<file path="src/rtl/vga_pkg.sv">
// Shared VGA image-ROM types: bus widths, arbiter state and read-owner tags.
package vga_pkg;

  localparam int ROM_ADDR_BUS_WIDTH = 17;
  localparam int PIX_WIDTH          = 24;
  // Wide enough for ROM_LATENCY+1 with ROM_LATENCY up to 4.
  localparam int DRAIN_W            = 3;

  typedef enum logic [1:0] {
    DISPLAY = 2'd0,
    SETTLE  = 2'd1,
    BG_OPEN = 2'd2
  } arb_state_e;

  typedef enum logic {
    OWN_PIX = 1'b0,
    OWN_BG  = 1'b1
  } owner_e;

  typedef struct packed {
    logic   valid;
    owner_e owner;
  } rom_tag_t;

endpackage

</file>
<file path="src/rtl/rom_port_arbiter_tag_pipe.sv">
// Fixed-depth shift pipeline carrying {valid, owner} alongside each ROM read.
module rom_tag_pipe
  import vga_pkg::*;
#(
  parameter int DEPTH = 3
) (
  input  logic     i_clk,
  input  logic     i_srst,
  input  rom_tag_t i_tag,
  output rom_tag_t o_tag
);

  rom_tag_t r_stage [DEPTH];
  rom_tag_t w_stage_in [DEPTH];

  for (genvar gi = 0; gi < DEPTH; gi++) begin : g_link
    if (gi == 0) begin : g_head
      assign w_stage_in[gi] = i_tag;
    end else begin : g_body
      assign w_stage_in[gi] = r_stage[gi-1];
    end
  end

  always_ff @(posedge i_clk) begin
    for (int i = 0; i < DEPTH; i++) begin
      if (i_srst) begin
        r_stage[i] <= '0;
      end else begin
        r_stage[i] <= w_stage_in[i];
      end
    end
  end

  assign o_tag = r_stage[DEPTH-1];

endmodule

</file>
<file path="src/rtl/rom_port_arbiter.sv">
// Shares one image-ROM read port between the display scan-out and a background
// engine; background reads are only admitted during blanking once the pipe drains.
module rom_port_arbiter #(
  parameter int ROM_ADDR_BUS_WIDTH = vga_pkg::ROM_ADDR_BUS_WIDTH,
  parameter int PIX_WIDTH          = vga_pkg::PIX_WIDTH,
  parameter int ROM_LATENCY        = 2,
  parameter int CNT_WIDTH          = 16
) (
  input  logic                          VGA_CLK,
  input  logic                          RESET,
  input  logic                          VGA_BLANK_N,
  input  logic                          PIX_REQ,
  input  logic [ROM_ADDR_BUS_WIDTH-1:0] PIX_ADDR,
  input  logic                          BG_REQ,
  input  logic [ROM_ADDR_BUS_WIDTH-1:0] BG_ADDR,
  output logic                          BG_GNT,
  output logic [ROM_ADDR_BUS_WIDTH-1:0] ROM_ADDR,
  input  logic [PIX_WIDTH-1:0]          ROM_Q,
  output logic [PIX_WIDTH-1:0]          PIX_DATA,
  output logic                          PIX_VALID,
  output logic [PIX_WIDTH-1:0]          BG_DATA,
  output logic                          BG_VALID,
  output logic [CNT_WIDTH-1:0]          CONFLICT_CNT
);

  import vga_pkg::*;

  localparam int                 TAG_DEPTH  = ROM_LATENCY + 1;
  localparam logic [DRAIN_W-1:0] DRAIN_LOAD = DRAIN_W'(ROM_LATENCY + 1);

  arb_state_e                    r_state;
  arb_state_e                    w_state_next;
  logic [DRAIN_W-1:0]            r_drain;
  logic [DRAIN_W-1:0]            w_drain_next;
  logic [ROM_ADDR_BUS_WIDTH-1:0] r_rom_addr;
  logic [PIX_WIDTH-1:0]          r_pix_data;
  logic [PIX_WIDTH-1:0]          r_bg_data;
  logic                          r_pix_valid;
  logic                          r_bg_valid;
  logic [CNT_WIDTH-1:0]          r_conflict_cnt;
  logic                          w_bg_gnt;
  logic                          w_conflict;
  rom_tag_t                      w_tag_in;
  rom_tag_t                      w_tag_out;

  always_ff @(posedge VGA_CLK) begin
    if (RESET) begin
      r_state <= DISPLAY;
      r_drain <= '0;
    end else begin
      r_state <= w_state_next;
      r_drain <= w_drain_next;
    end
  end

  // Blanking opens the port only after every display read already issued has emerged.
  always_comb begin
    w_state_next = r_state;
    w_drain_next = r_drain;
    if (VGA_BLANK_N) begin
      w_state_next = DISPLAY;
      w_drain_next = '0;
    end else begin
      case (r_state)
        DISPLAY: begin
          w_state_next = SETTLE;
          w_drain_next = DRAIN_LOAD;
        end
        SETTLE: begin
          if (r_drain <= DRAIN_W'(1)) begin
            w_state_next = BG_OPEN;
            w_drain_next = '0;
          end else begin
            w_drain_next = r_drain - 1'b1;
          end
        end
        BG_OPEN: w_state_next = BG_OPEN;
        default: begin
          w_state_next = DISPLAY;
          w_drain_next = '0;
        end
      endcase
    end
  end

  assign w_bg_gnt   = (r_state == BG_OPEN) && BG_REQ && !PIX_REQ && !RESET;
  assign w_conflict = (r_state == BG_OPEN) && BG_REQ && PIX_REQ;

  always_ff @(posedge VGA_CLK) begin
    if (RESET) begin
      r_rom_addr <= '0;
    end else if (PIX_REQ) begin
      r_rom_addr <= PIX_ADDR;
    end else if (w_bg_gnt) begin
      r_rom_addr <= BG_ADDR;
    end
  end

  assign w_tag_in.valid = !RESET && (PIX_REQ || w_bg_gnt);
  assign w_tag_in.owner = PIX_REQ ? OWN_PIX : OWN_BG;

  rom_tag_pipe #(
    .DEPTH (TAG_DEPTH)
  ) u_tag_pipe (
    .i_clk  (VGA_CLK),
    .i_srst (RESET),
    .i_tag  (w_tag_in),
    .o_tag  (w_tag_out)
  );

  always_ff @(posedge VGA_CLK) begin
    if (RESET) begin
      r_pix_data  <= '0;
      r_bg_data   <= '0;
      r_pix_valid <= 1'b0;
      r_bg_valid  <= 1'b0;
    end else begin
      r_pix_valid <= w_tag_out.valid && (w_tag_out.owner == OWN_PIX);
      r_bg_valid  <= w_tag_out.valid && (w_tag_out.owner == OWN_BG);
      if (w_tag_out.valid && (w_tag_out.owner == OWN_PIX)) begin
        r_pix_data <= ROM_Q;
      end
      if (w_tag_out.valid && (w_tag_out.owner == OWN_BG)) begin
        r_bg_data <= ROM_Q;
      end
    end
  end

  always_ff @(posedge VGA_CLK) begin
    if (RESET) begin
      r_conflict_cnt <= '0;
    end else if (w_conflict && (r_conflict_cnt != '1)) begin
      r_conflict_cnt <= r_conflict_cnt + 1'b1;
    end
  end

  assign BG_GNT       = w_bg_gnt;
  assign ROM_ADDR     = r_rom_addr;
  assign PIX_DATA     = r_pix_data;
  assign PIX_VALID    = r_pix_valid;
  assign BG_DATA      = r_bg_data;
  assign BG_VALID     = r_bg_valid;
  assign CONFLICT_CNT = r_conflict_cnt;

endmodule

</file>
<file path="config.mk">
export PLATFORM = sky130hd
export DESIGN_NAME = rom_port_arbiter
export DESIGN_NICKNAME = d
export VERILOG_FILES = /design/src/rtl/vga_pkg.sv /design/src/rtl/rom_port_arbiter_tag_pipe.sv /design/src/rtl/rom_port_arbiter.sv
export SDC_FILE = /design/constraint.sdc
export NUM_CORES = 1
export LEC_CHECK = 0
export BUFFER_PORTS_ARGS = -buffer_cell sky130_fd_sc_hd__buf_2
export CORE_ASPECT_RATIO = 1.75
export CORE_MARGIN = 8
export CORE_UTILIZATION = 45
export CTS_CLUSTER_SIZE = 12
export DETAILED_ROUTE_END_ITERATION = 10
export PLACE_DENSITY = 0.76
export SLEW_MARGIN = 20
export SYNTH_ARGS = -nofsm -noshare
export SYNTH_HDL_FRONTEND = slang
export SYNTH_SLANG_ARGS = --single-unit
</file>
<file path="constraint.sdc">
create_clock -name VGA_CLK -period 3.45 [get_ports VGA_CLK]
set_input_delay 0.69 -clock VGA_CLK [delete_from_list [all_inputs] [get_ports VGA_CLK]]
set_output_delay 0.69 -clock VGA_CLK [all_outputs]
set_load 0.01 [all_outputs]
</file>
# Word level (Yosys, flattened, before mapping)
# Memory sizes are Yosys's and may differ from the RTL's.
# Index checks and enable logic that the tools add are counted.
dict set report totals {
  mem_bits_rw 6
  elab_cells 47
  input_bits 63
  n_memories 1
  output_inout_bits 84
  ff_bits 88
}
dict set report op_classes {
  n_bitwise 4
  add_sub_neg 2
  n_eq_ne 4
  order_cmp 1
  reduce_logical 14
  n_mux 13
}
# memory words word_bits rd rd_clocked_by_memory_dff wr line
set memory_table {}
lappend memory_table {u_tag_pipe.r_stage 3 2 3 0 3 rom_port_arbiter_tag_pipe.sv:13} ;# rom_tag_t r_stage [DEPTH];
# operator count
set op_table {}
lappend op_table {{$mux 17} 2}
lappend op_table {{$add 16x1->16 const B} 1}
lappend op_table {{$ne 16x16->1 const B} 1}
lappend op_table {{$pmux 3 s3} 1}
lappend op_table {{$logic_and 1x1->1} 8}
lappend op_table {{$mux 2} 4}
lappend op_table {{$pmux 2 s3} 1}
lappend op_table {{$mux 1} 4}
lappend op_table {{$le 3x1->1 const B} 1}
lappend op_table {{$mux 3} 1}
lappend op_table {{$or 1x1->1} 3}
lappend op_table {{$sub 3x1->3 const B} 1}
lappend op_table {{$eq 2x1->1 const B} 1}
lappend op_table {{$eq 2x2->1 const B} 1}
lappend op_table {{$logic_not 1->1} 2}
lappend op_table {{$logic_not 2->1} 1}
lappend op_table {{$ne 2x2->1 const B} 1}
lappend op_table {{$reduce_bool 2->1} 1}
lappend op_table {{$reduce_or 2->1} 1}
lappend op_table {{$logic_or 1x1->1} 1}
lappend op_table {{$not 1->1} 1}

# Depth between registers and ports, before layout
dict set report depth {
  word_depth 7
  ltp_mapped 7
  ltp_nobuf 6
}

# Cells and area by module
# Synthesis repeated with hierarchy kept, for this count alone.
dict set report unflattened {
  hier_cells 434
  hier_area_um2 3708.6
}
# mod area_per_inst_um2 seq_area_each_um2 cells_each n_inst
set by_module_without_submodules {}
lappend by_module_without_submodules {rom_port_arbiter 3550.9 1761.7 422 1}
lappend by_module_without_submodules {rom_tag_pipe 157.7 120.1 12 1}

# Least setup slack after synthesis
# No wires, ideal clock.
dict set report synth_timing {
  path_kind {input-to-output}
  from {input RESET}
  to {output BG_GNT}
  required_time_ps 2760
  cell_stages 4
  t_arrival_ps 1635
  path_slack_ps 1125
  path_buffers 3
  path_cell_list {clkbuf_1 clkbuf_1 clkbuf_1 nor3_1}
}
dict set report synth_via {
  elab_chain_len 2
}
# element line
set synth_lines {}
lappend synth_lines {{start, declared} rom_port_arbiter.sv:10} ;# input logic RESET,
lappend synth_lines {{$logic_not 1->1} rom_port_arbiter.sv:86} ;# assign w_bg_gnt = (r_state == BG_OPEN) && BG_REQ && !PIX_REQ && !RESET;
lappend synth_lines {{$logic_and 1x1->1} rom_port_arbiter.sv:86}
lappend synth_lines {{end, declared} rom_port_arbiter.sv:16} ;# output logic BG_GNT,
# Every way passes these cells.

# Final worst setup path
dict set report layout_timing {
  from {register r_state[0]}
  to {output BG_GNT}
}
dict set report layout_via {
  elab_chain_len 4
}
# element line
set layout_lines {}
lappend layout_lines {{start, declared} rom_port_arbiter.sv:31} ;# arb_state_e r_state;
lappend layout_lines {{start signal, assigned} rom_port_arbiter.sv:51} ;# r_state <= w_state_next;
lappend layout_lines {{$eq 2x2->1} rom_port_arbiter.sv:86}
lappend layout_lines {{$logic_and 1x1->1 (3 in series)} rom_port_arbiter.sv:86}
# Every way passes these cells.

==> run_results.csv <==
group,metric,value,unit
grt,grt_max_degree,54,
worst_hold_path,hp-start,"u_tag_pipe.r_stage[0][1]",
timing,maxSlewHeadroom,30.68,%
pwr,p_leak,2.124,nW
setup_path,crit-reg2reg-launch,"r_state[0]",
setup_path,cp_cell_sequence,"inv_1, ha_1, nand2_1, nor3_1, buf_2",
logic_synthesis,synthDistinctLibCells,43,
timing,setup_tns,0,ns
pwr,power,0.002278,W
timing,hold_slack,0.4388,ns
setup_path,end_kind,"output port",
die,die_y,136.9,µm
route,vias,3458,
grt,grt_overflow_total,0,
route,antenna_left,0,
setup_path,critPathMaxFanout,8,
clock_network,cts_max_path_buffers,2,
worst_hold_path,hold_path.class,"flip-flop to flip-flop",
worst_hold_path,hold-path-endpoint,"u_tag_pipe.r_stage[1][1]",
setup_path,path_delay_family,"adder cells",
clock_network,path_clk_slew,0.06,ns
logic_synthesis,ys_seq_area_share,50.07,%
logic_synthesis,syn_nets,503,
setup_path,reg2reg_to,"CONFLICT_CNT[15]",
place,gp_congestion,0.7849,
cells_and_area,final_common_cell,"buf_2",
setup_path,critPathBufInv,2,
logic_synthesis,syn_area,0.003759,mm²
logic_synthesis,synth_top_area_share,50.07,%
clock_network,holdBufCountCts,0,
clock_network,htreeDepth,3,
grt,grt_usage,16.36,%
setup_path,worst-setup-path-type,"flip-flop to output port",
route,drt_iter0_markers,160,
logic_synthesis,yosys_warnings,0,
setup_path,r2r_cells,6,
timing,setup_ws,1.225,ns
cells_and_area,layout-drive-gt1-share,31.17,%
route,drt-total-wl,9.679,mm
die,fp-row-count,44,
timing,fmax,0.4495,GHz
pwr,peakVddDrop,0.2673,mV
logic_synthesis,synth.area.top_cells,"dfxtp_1 (50%), nand2_1 (10%), a21oi_1 (8.0%), mux2i_1 (4.8%), a211oi_1 (4.0%)",
route,drt_pre_antenna_iters,4,
timing,rsz0062_at_grt,"no",
setup_path,path_depth,5,
place,pre_cts_slack,1.201,ns
pwr,p_per_area,474.7,mW/mm²
die,start_util,45.82,%
setup_path,cp.arrival,1.53,ns
logic_synthesis,syn_inst,435,
clock_network,clock_latency,0.33,ns
place,hpwl,7.110,mm
grt,grt_pass1_wl,15.66,mm
cells_and_area,final_cell_mix,"buf_2 (146), nand2_1 (103), dfxtp_1 (94), a21oi_1 (60), nor2_1 (30)",
run_status,outcome,"finished clean",
timing,tightest_slew,1.040,ns
grt,grt_pass1_vias,3452,
timing,hold_violations,0,
setup_path,slowest_delay,0.33,ns
cells_and_area,nNetsFinal,634,
logic_synthesis,ys_seq_elements,94,
worst_hold_path,hold_depth,1,
setup_path,start_kind,"flip-flop",
timing,report.final.slew_viol_count,0,
clock_network,root_buffer,"clkbuf_16",
timing,fin_skew,0.005446,ns
logic_synthesis,avgSynthCellArea,8.640,µm²
clock_network,cts_buffers,9,
timing,min_period,2.225,ns
cells_and_area,syn_to_final_growth,27.66,%
clock_network,post_cts_buffers,0,
setup_path,critPathRequiredTime,2.76,ns
flow_run,cap_violations,0,
timing,finalSetupViolations,0,
logic_synthesis,synth_top_cell_by_area,"dfxtp_1",
clock_network,cts_tree,"yes",
die,die_width,85.09,µm
place,place_inst,647,
setup_path,slowest_stage,"ha_1",
clock_network,clock-sinks,94,
logic_synthesis,async_flop_share,0,%
logic_synthesis,synth_edf_count,0,
die,ios,147,
logic_synthesis,synth_top_flop_cell,"dfxtp_1",
timing,period_share,64.48,%
place,io_buffers,146,
cells_and_area,antenna_cells,0,
die,die_area,0.01165,mm²
grt,grt_antenna_before_repair,0,
route,drc,0,
route,vias_per_cell,5.216,
clock_network,cts_resized,0,
cells_and_area,instances_no_fill,663,
die,fp.coreArea,0.008203,mm²
route,wire_per_inst,14.60,µm
setup_path,ff2ff_setup_slack,1.26,ns
[worst max-delay path by stage]
stage	from	end	slack, ns
after floorplan	RESET	BG_GNT	1.12
after global placement	BG_REQ	CONFLICT_CNT[15]	1.29
after detailed placement	BG_REQ	ROM_ADDR[12]	1.20
after CTS	r_state[0]	ROM_ADDR[12]	1.23
after global routing	r_state[0]	BG_GNT	1.03
final	r_state[0]	BG_GNT	1.23
[worst register-to-register path: stages, from the launching register on]
cell     delay, ns
dfxtp_1       0.31
inv_1         0.09
ha_1          0.33
and3_1        0.47
nand4_4       0.21
nor4b_1       0.31
mux2_2        0.37
[Yosys cell counts, types with 2 or more instances]
cell type	count
nor4b_1	2
dfxtp_1	94
buf_2	2
mux2_2	3
inv_1	6
or3_1	3
nor2_1	30
nand4_1	5
and3_1	2
o21ai_0	4
nand2b_1	3
o31ai_1	5
a2111oi_0	2
mux2i_1	18
clkbuf_1	21
a21oi_1	60
nand2_1	103
buf_6	2
nor3_1	7
buf_1	2
ha_1	5
or4_1	5
and3_2	2
nor2b_1	11
a211oi_1	20
[cells by family (layout without fill, tap and decap cells)]
| family | count (synthesis) | count (layout) | synth area share (%) |
|---|---|---|---|
| mux | 22 | 22 | 5.992 |
| compound gates | 96 | 96 | 15.11 |
| fa+ha+maj | 5 | 5 | 1.664 |
| simple gates | 183 | 183 | 22.84 |
| flops | 94 | 94 | 50.07 |
| buf+inv | 35 | 171 | 4.328 |
[final cells by class]
| cell class | count | area (µm²) |
|---|---|---|
| fill | 739 | 3405 |
| sequential | 94 | 1882 |
| multi-input combinational | 306 | 1724 |
| timing repair buffer | 149 | 753.2 |
| clock buffer | 11 | 242.7 |
| tap | 92 | 115.1 |
| clock inverter | 5 | 58.81 |
| inverter | 6 | 22.52 |
[registers in the layout, summed over array words and instances (netlist names)]
signal              count
r_state                 2
PIX_VALID               1
ROM_ADDR               17
CONFLICT_CNT           16
PIX_DATA               24
BG_DATA                24
u_tag_pipe.r_stage      6
BG_VALID                1
r_drain                 3
[stage by stage]
stage          utilization (%)  instance area, µm²
5_1_grt                  58.50                4798
3_5_place_dp             54.73                4489
3_3_place_gp             54.73                4489
2_1_floorplan                -                3759
4_1_cts                  58.40                4791
6_report                 58.50                4798
[layer usage]
layer,global-route usage [%],share of wire [%],vias up
met5,0,0,-
met2,28.30,49,133
met3,6.675,8.9,10
li1,-,-,1751
met1,16.95,40,1564
met4,7.178,1.5,0
[power breakdown]
part | switching [W] | internal, W
logic | 0.0000945 | 0.0000755
clock network | 0.000399 | 0.000581
registers | 0.0000138 | 0.00111
total | 0.000507 | 0.00177
(Power assumes the default switching activity.)
